## src/rtl/cache_fill_fsm_pkg.sv

```systemverilog
// Shared definitions for the cache miss fill controller: block geometry,
// FSM state encoding and block/word address helpers.
package cache_fill_fsm_pkg;

    localparam int WORDS_PER_BLOCK = 8;
    localparam int MEM_LATENCY     = 4;
    localparam int ADDR_W          = 16;
    localparam int DATA_W          = 16;
    localparam int WORD_IDX_W      = $clog2(WORDS_PER_BLOCK);
    localparam int CNT_W           = WORD_IDX_W + 1;

    // Byte-offset bits inside one block (0x000F for eight 16-bit words)
    localparam logic [ADDR_W-1:0] BLOCK_OFFSET_MASK = ADDR_W'(2 * WORDS_PER_BLOCK - 1);

    typedef enum logic {
        FSM_IDLE = 1'b0,
        FSM_FILL = 1'b1
    } fill_state_e;

    // Align a byte address down to the start of its block
    function automatic logic [ADDR_W-1:0] block_base(input logic [ADDR_W-1:0] addr);
        return addr & ~BLOCK_OFFSET_MASK;
    endfunction

    // Byte address of word idx in the block; only offset bits are touched,
    // so the result can never leave the block
    function automatic logic [ADDR_W-1:0] word_address(input logic [ADDR_W-1:0]     base,
                                                       input logic [WORD_IDX_W-1:0] idx);
        return base | ADDR_W'({idx, 1'b0});
    endfunction

endpackage

```

## src/rtl/cache_fill_fsm_if.sv

```systemverilog
// Bus between the fill controller, the cache arrays and main memory.
// master = fill controller side, slave = cache/memory side.
interface cache_fill_fsm_if;
    import cache_fill_fsm_pkg::*;

    logic                  miss_detected;
    logic [ADDR_W-1:0]     miss_address;
    logic [DATA_W-1:0]     memory_data;
    logic                  memory_data_valid;
    logic                  fsm_busy;
    logic                  memory_read_en;
    logic [ADDR_W-1:0]     memory_address;
    logic                  write_data_array;
    logic [WORD_IDX_W-1:0] cache_word_offset;
    logic [DATA_W-1:0]     fill_data;
    logic                  write_tag_array;

    modport master (
        input  miss_detected, miss_address, memory_data, memory_data_valid,
        output fsm_busy, memory_read_en, memory_address, write_data_array,
               cache_word_offset, fill_data, write_tag_array
    );

    modport slave (
        output miss_detected, miss_address, memory_data, memory_data_valid,
        input  fsm_busy, memory_read_en, memory_address, write_data_array,
               cache_word_offset, fill_data, write_tag_array
    );

endinterface

```

## src/rtl/cache_fill_fsm_fill_counter.sv

```systemverilog
// Up-counter with synchronous clear and count enable, used to track
// issued reads and received words during a block fill.
module fill_counter #(
    parameter int WIDTH = 4
) (
    input  logic             clk,
    input  logic             rst,
    input  logic             i_clear,
    input  logic             i_enable,
    output logic [WIDTH-1:0] o_count
);

    logic [WIDTH-1:0] r_count;

    // Clear wins over enable so a new fill always starts counting from zero
    always_ff @(posedge clk or posedge rst) begin
        if (rst) begin
            r_count <= '0;
        end else if (i_clear) begin
            r_count <= '0;
        end else if (i_enable) begin
            r_count <= r_count + WIDTH'(1);
        end
    end

    assign o_count = r_count;

endmodule

```

## src/rtl/cache_fill_fsm.sv

```systemverilog
// Cache miss fill controller: on a miss, streams one block from main memory
// one word per read, writes each returned word into the data array and
// pulses the tag write with the final word. Pipeline stalls on fsm_busy.
module cache_fill_fsm
    import cache_fill_fsm_pkg::*;
(
    input  logic             clk,
    input  logic             rst,
    cache_fill_fsm_if.master bus
);

    fill_state_e       r_state;
    fill_state_e       w_next_state;
    logic [ADDR_W-1:0] r_base;
    logic [CNT_W-1:0]  w_issue_cnt;
    logic [CNT_W-1:0]  w_recv_cnt;
    logic              w_clear;
    logic              w_issue;
    logic              w_recv;

    fill_counter #(.WIDTH(CNT_W)) u_issue_cnt (
        .clk      (clk),
        .rst      (rst),
        .i_clear  (w_clear),
        .i_enable (w_issue),
        .o_count  (w_issue_cnt)
    );

    fill_counter #(.WIDTH(CNT_W)) u_recv_cnt (
        .clk      (clk),
        .rst      (rst),
        .i_clear  (w_clear),
        .i_enable (w_recv),
        .o_count  (w_recv_cnt)
    );

    // State register
    always_ff @(posedge clk or posedge rst) begin
        if (rst) begin
            r_state <= FSM_IDLE;
        end else begin
            r_state <= w_next_state;
        end
    end

    // Capture the block base only when a fill starts; later address changes are ignored
    always_ff @(posedge clk or posedge rst) begin
        if (rst) begin
            r_base <= '0;
        end else if ((r_state == FSM_IDLE) && bus.miss_detected) begin
            r_base <= block_base(bus.miss_address);
        end
    end

    // Next-state and output decode; reads and returned words are tracked independently
    always_comb begin
        w_next_state          = r_state;
        w_clear               = 1'b0;
        w_issue               = 1'b0;
        w_recv                = 1'b0;
        bus.fsm_busy          = 1'b0;
        bus.memory_read_en    = 1'b0;
        bus.memory_address    = '0;
        bus.write_data_array  = 1'b0;
        bus.cache_word_offset = '0;
        bus.fill_data         = '0;
        bus.write_tag_array   = 1'b0;

        case (r_state)
            FSM_IDLE: begin
                bus.fsm_busy = bus.miss_detected;
                if (bus.miss_detected) begin
                    w_clear      = 1'b1;
                    w_next_state = FSM_FILL;
                end
            end
            FSM_FILL: begin
                bus.fsm_busy       = 1'b1;
                w_issue            = (w_issue_cnt < CNT_W'(WORDS_PER_BLOCK));
                bus.memory_read_en = w_issue;
                bus.memory_address = word_address(r_base, w_issue_cnt[WORD_IDX_W-1:0]);
                if (bus.memory_data_valid) begin
                    w_recv                = 1'b1;
                    bus.write_data_array  = 1'b1;
                    bus.cache_word_offset = w_recv_cnt[WORD_IDX_W-1:0];
                    bus.fill_data         = bus.memory_data;
                    if (w_recv_cnt == CNT_W'(WORDS_PER_BLOCK - 1)) begin
                        bus.write_tag_array = 1'b1;
                        w_next_state        = FSM_IDLE;
                    end
                end
            end
            default: begin
                w_next_state = FSM_IDLE;
            end
        endcase
    end

endmodule

```

## src/flat_wrapper.sv

```systemverilog
// flat-port wrapper written by rule: the top's interface ports become plain ports
module cache_fill_fsm_flat import cache_fill_fsm_pkg::*;
  (clk, rst, bus_miss_detected, bus_miss_address, bus_memory_data, bus_memory_data_valid, bus_fsm_busy, bus_memory_read_en, bus_memory_address, bus_write_data_array, bus_cache_word_offset, bus_fill_data, bus_write_tag_array);
  cache_fill_fsm_if bus_i ();
  input  logic clk;
  input  logic rst;
  input wire logic [$bits(bus_i.miss_detected)-1:0] bus_miss_detected;
  input wire logic [$bits(bus_i.miss_address)-1:0] bus_miss_address;
  input wire logic [$bits(bus_i.memory_data)-1:0] bus_memory_data;
  input wire logic [$bits(bus_i.memory_data_valid)-1:0] bus_memory_data_valid;
  output wire logic [$bits(bus_i.fsm_busy)-1:0] bus_fsm_busy;
  output wire logic [$bits(bus_i.memory_read_en)-1:0] bus_memory_read_en;
  output wire logic [$bits(bus_i.memory_address)-1:0] bus_memory_address;
  output wire logic [$bits(bus_i.write_data_array)-1:0] bus_write_data_array;
  output wire logic [$bits(bus_i.cache_word_offset)-1:0] bus_cache_word_offset;
  output wire logic [$bits(bus_i.fill_data)-1:0] bus_fill_data;
  output wire logic [$bits(bus_i.write_tag_array)-1:0] bus_write_tag_array;
  assign bus_i.miss_detected = bus_miss_detected;
  assign bus_i.miss_address = bus_miss_address;
  assign bus_i.memory_data = bus_memory_data;
  assign bus_i.memory_data_valid = bus_memory_data_valid;
  assign bus_fsm_busy = bus_i.fsm_busy;
  assign bus_memory_read_en = bus_i.memory_read_en;
  assign bus_memory_address = bus_i.memory_address;
  assign bus_write_data_array = bus_i.write_data_array;
  assign bus_cache_word_offset = bus_i.cache_word_offset;
  assign bus_fill_data = bus_i.fill_data;
  assign bus_write_tag_array = bus_i.write_tag_array;
  cache_fill_fsm u_core (.clk(clk), .rst(rst), .bus(bus_i));
endmodule
```

## config.mk

```make
export PLATFORM = sky130hd
export DESIGN_NAME = cache_fill_fsm_flat
export DESIGN_NICKNAME = d
export VERILOG_FILES = /design/src/rtl/cache_fill_fsm_pkg.sv /design/src/rtl/cache_fill_fsm_if.sv /design/src/rtl/cache_fill_fsm_fill_counter.sv /design/src/rtl/cache_fill_fsm.sv /design/src/flat_wrapper.sv
export SDC_FILE = /design/constraint.sdc
export NUM_CORES = 1
export LEC_CHECK = 0
export CORE_UTILIZATION = 36
export DETAILED_ROUTE_END_ITERATION = 8
export HOLD_SLACK_MARGIN = 0.03
export PLACE_DENSITY_LB_ADDON = 0.12
export SETUP_SLACK_MARGIN = 0.5
export SYNTH_ARGS = -nofsm -noshare
export SYNTH_HDL_FRONTEND = slang
export SYNTH_SLANG_ARGS = --single-unit
export TNS_END_PERCENT = 30
```

## constraint.sdc

```tcl
create_clock -name clk -period 1.77 [get_ports clk]
set_clock_uncertainty 0.2 [all_clocks]
set_input_delay 0.354 -clock clk [delete_from_list [all_inputs] [get_ports clk]]
set_output_delay 0.354 -clock clk [all_outputs]
set_load 0.01 [all_outputs]
```

==> qor_table.md <==
| Metric | Value |
|:---|:---|
| Initial antenna violation count | 0 |
| Most frequent cell after synthesis | dfrtp_1 |
| GRT Total Usage | 19.0% |
| Vias in the first global route | 1199 |
| Maximum clock frequency | 519 MHz |
| Filler-free cell count of the finished design | 251 |
| Number of standard cells after synthesis | 110 |
| Critical path class | reg -> out |
| Setup repair after global routing missed its margin | true |
| Number of optimization iterations in the first detailed-route pass | 3 |
| Post-DR wirelength/cell | 13.2 microns |
| Worst Path Required | 1.22 ns |
| Number of levels in the clock H-tree | 1 |
| Cell repeated most along the worst path | buf_6 |
| Remaining antenna violation count | 0 |
| Critical Path Fanout Max | 6 |
| Ordered list of cells on the worst path | buf_6 -> and3_4 -> and3b_2 -> buf_6 |
| CP max-delay cell | dfrtp_2 |
| Worst setup slack after placement | -0.591 ns |
| Hold buffers post-CTS | 0 |
| YS warnings | 0 |
| Area Overhead vs Synth | 82.8% |
| DIE AREA | 0.00357 sq mm |
| Bufs and invs on worst path | 2 |
| Register bit total from synthesis | 21 |
| Portion of the post-synthesis area used by sequential elements | 43.8% |
| CTS root buffer | clkbuf_4 |
| CP Launch Type | flop |
| Share of post-route cells with drive strength above 1 | 55.6% |
| Final worst path period need | 1.93 ns |
| Cell count after placement | 235 |
| Post-synth EDFFs | 0 |
| Global-route congestion overflow total | 0 |
| IO Pins | 75 |
| Run status | finished with violations |
| Initial DRC count | 30 |
| Vertical die dimension | 59.8 microns |
| Largest net degree at the start of global routing | 16 |
| TritonCTS clock tree | built |
| Buffers added on ports | 69 |
| Post-DP HPWL | 2350 microns |
| Endpoints failing hold | 0 |
| Largest area contributor in the synthesized netlist | dfrtp_1 |
| Wire length after detailed routing | 3310 microns |
| Post-layout worst setup margin | -0.158 ns |
| Core area | 0.00310 sq mm |
| Clock Path Buffers | 2 |
| Diodes inserted | 0 |
| Area contributors post-synth | dfrtp_1 44%, mux2_4 11%, and2_1 7.8%, and3_1 6.3%, mux2_2 4.7% |
| PwrDens | 1300 mW/mm^2 |
| Routed via count divided by cell count | 4.65 |
| Final design utilization | 70.8% |
| Violated checks | setup timing |
| Final count of negative-setup-slack endpoints | 51 |
| Arrival time at the worst endpoint | 1.37 ns |
| Number of max-capacitance violations reported | 0 |
| Post-layout nets | 246 |
| Area of the mapped netlist | 0.00120 sq mm |
| Wire length of the first global-routing pass | 5120 microns |
| Leakage power | 1.06 nW |
| Clock-pin transition on the worst setup and hold timing paths | 0.12 ns |
| Post-Syn Area per Cell | 10.9 sq um |
| Number of CTS-inserted buffers | 3 |
| Leading post-synthesis cells by instance count | 21 x dfrtp_1, 15 x and2_1, 12 x and3_1 |
| Type of destination of the critical path | output port |
| Number of distinct standard cells referenced by the synthesized netlist | 30 |
| Synth top area share | 43.8% |
| DRC | 0 |
| Maximum vdd ir drop | 0.000884 V |
| Via Count | 1168 |
| Skew-Pair Late Insertion Delay | 0.30 ns |
| Period utilisation layout | 109% |
| Horizontal die dimension | 59.8 microns |
| Top FF cell, synth | dfrtp_1 |
| Max-slew violations | 0 |
| Net count after synthesis | 148 |
| CTS sink count | 21 |
| Slowest stage delay, CP | 0.47 ns |
| HP Class | in -> async |
| Share of synthesized registers carrying an async set or reset | 100% |
| Placer's final routability congestion estimate | 0.786 |
| Kind of cell adding the most delay to the critical path | flip-flops |
| Starting utilization of the core area | 38.7% |
| # rows | 20 |
-- cell usage in the layout, fill, tap and decap left out, drive strengths merged, types with 2 or more instances in the layout --
| cell type | instances |
|---|---|
| o21ai | 2 |
| nand2 | 6 |
| clkdlybuf4s50 | 30 |
| inv | 4 |
| nand3 | 2 |
| nor2 | 6 |
| buf | 70 |
| ha | 2 |
| and2 | 15 |
| dfrtp | 21 |
| and3 | 18 |
| mux2 | 14 |
| clkbuf | 3 |
-- sequential cells by signal, indices dropped and copies added, names as in the netlist --
signal / cells
u_core.r_state: 1
u_core.r_base: 12
u_core.u_recv_cnt.o_count: 4
u_core.u_issue_cnt.o_count: 4
-- final cells by class --
type | count | area (sq um)
clock buffers | 3 | 22.5
clock inverters | 1 | 5.00
fillers | 258 | 907
inverters | 4 | 15.0
multi-input cells | 77 | 724
flip-flops and latches | 21 | 527
well taps | 44 | 55.1
repair buffers | 101 | 847
-- stage by stage --
step / hold WS [ns] / cell area, sq um / power (W) / TNS, ns
floorplan: 0.131 / 1280 / 0.00179 / 0
global placement: 0.281 / 2130 / 0.00264 / -14.05
detailed placement: 0.284 / 2130 / 0.00268 / -14.51
CTS: 0.119 / 2170 / 0.00284 / -4.72
global route: 0.150 / 2200 / 0.00305 / -7.44
finish: 0.129 / 2200 / 0.00285 / -4.43
-- path summary, 6_finish.rpt --
path,start,endpoint,slack [ns],depth (start not counted)
worst max-delay path,u_core.r_state$_DFF_PP0_,bus_write_tag_array,-0.16,4
worst min register to register,u_core.r_base[11]$_DFFE_PP0P_,u_core.r_base[11]$_DFFE_PP0P_,0.31,1
worst max register to register,u_core.r_state$_DFF_PP0_,u_core.r_base[14]$_DFFE_PP0P_,-0.07,6
min in group clk,u_core.r_base[11]$_DFFE_PP0P_,u_core.r_base[11]$_DFFE_PP0P_,0.31,1
max in group asynchronous,rst,u_core.r_state$_DFF_PP0_,0.83,3
worst min-delay path,rst,u_core.r_base[5]$_DFFE_PP0P_,0.13,2
-- logic make-up after synthesis --
| logic type | after synthesis | share of synthesized area (%) |
|---|---|---|
| simple gates | 52 | 25.8 |
| flops | 21 | 43.7 |
| buf+inv | 12 | 5.94 |
| other cells | 1 | 0.312 |
| compound gates | 5 | 2.81 |
| xor+xnor | 2 | 1.46 |
| mux | 15 | 17.8 |
| fa+ha+maj | 2 | 2.08 |
-- per-layer routing --
layer	GRT usage [%]	part of all wire, %	up-vias
li1	-	-	565
met5	0	0	-
met4	5.65	0.76	0
met1	21.1	40	546
met2	35.7	50	53
met3	4.33	9.1	4
-- what timing repair did --
action	CTS	global route
buffers inserted	8	1
endpoints found under the setup margin	59	59
cloned	3	0
pin swaps	4	2
gates resized for setup	180	5
endpoints found under the hold margin	0	0
-- report_power, final --
part	switching, W	internal, W	leakage, nW
Clock	0.000149	0.0000842	0.0177
Sequential	0.000149	0.000713	0.251
Combinational	0.000693	0.00106	0.793
Total	0.000991	0.00185	1.06
Power figures use the tool's default switching activity.
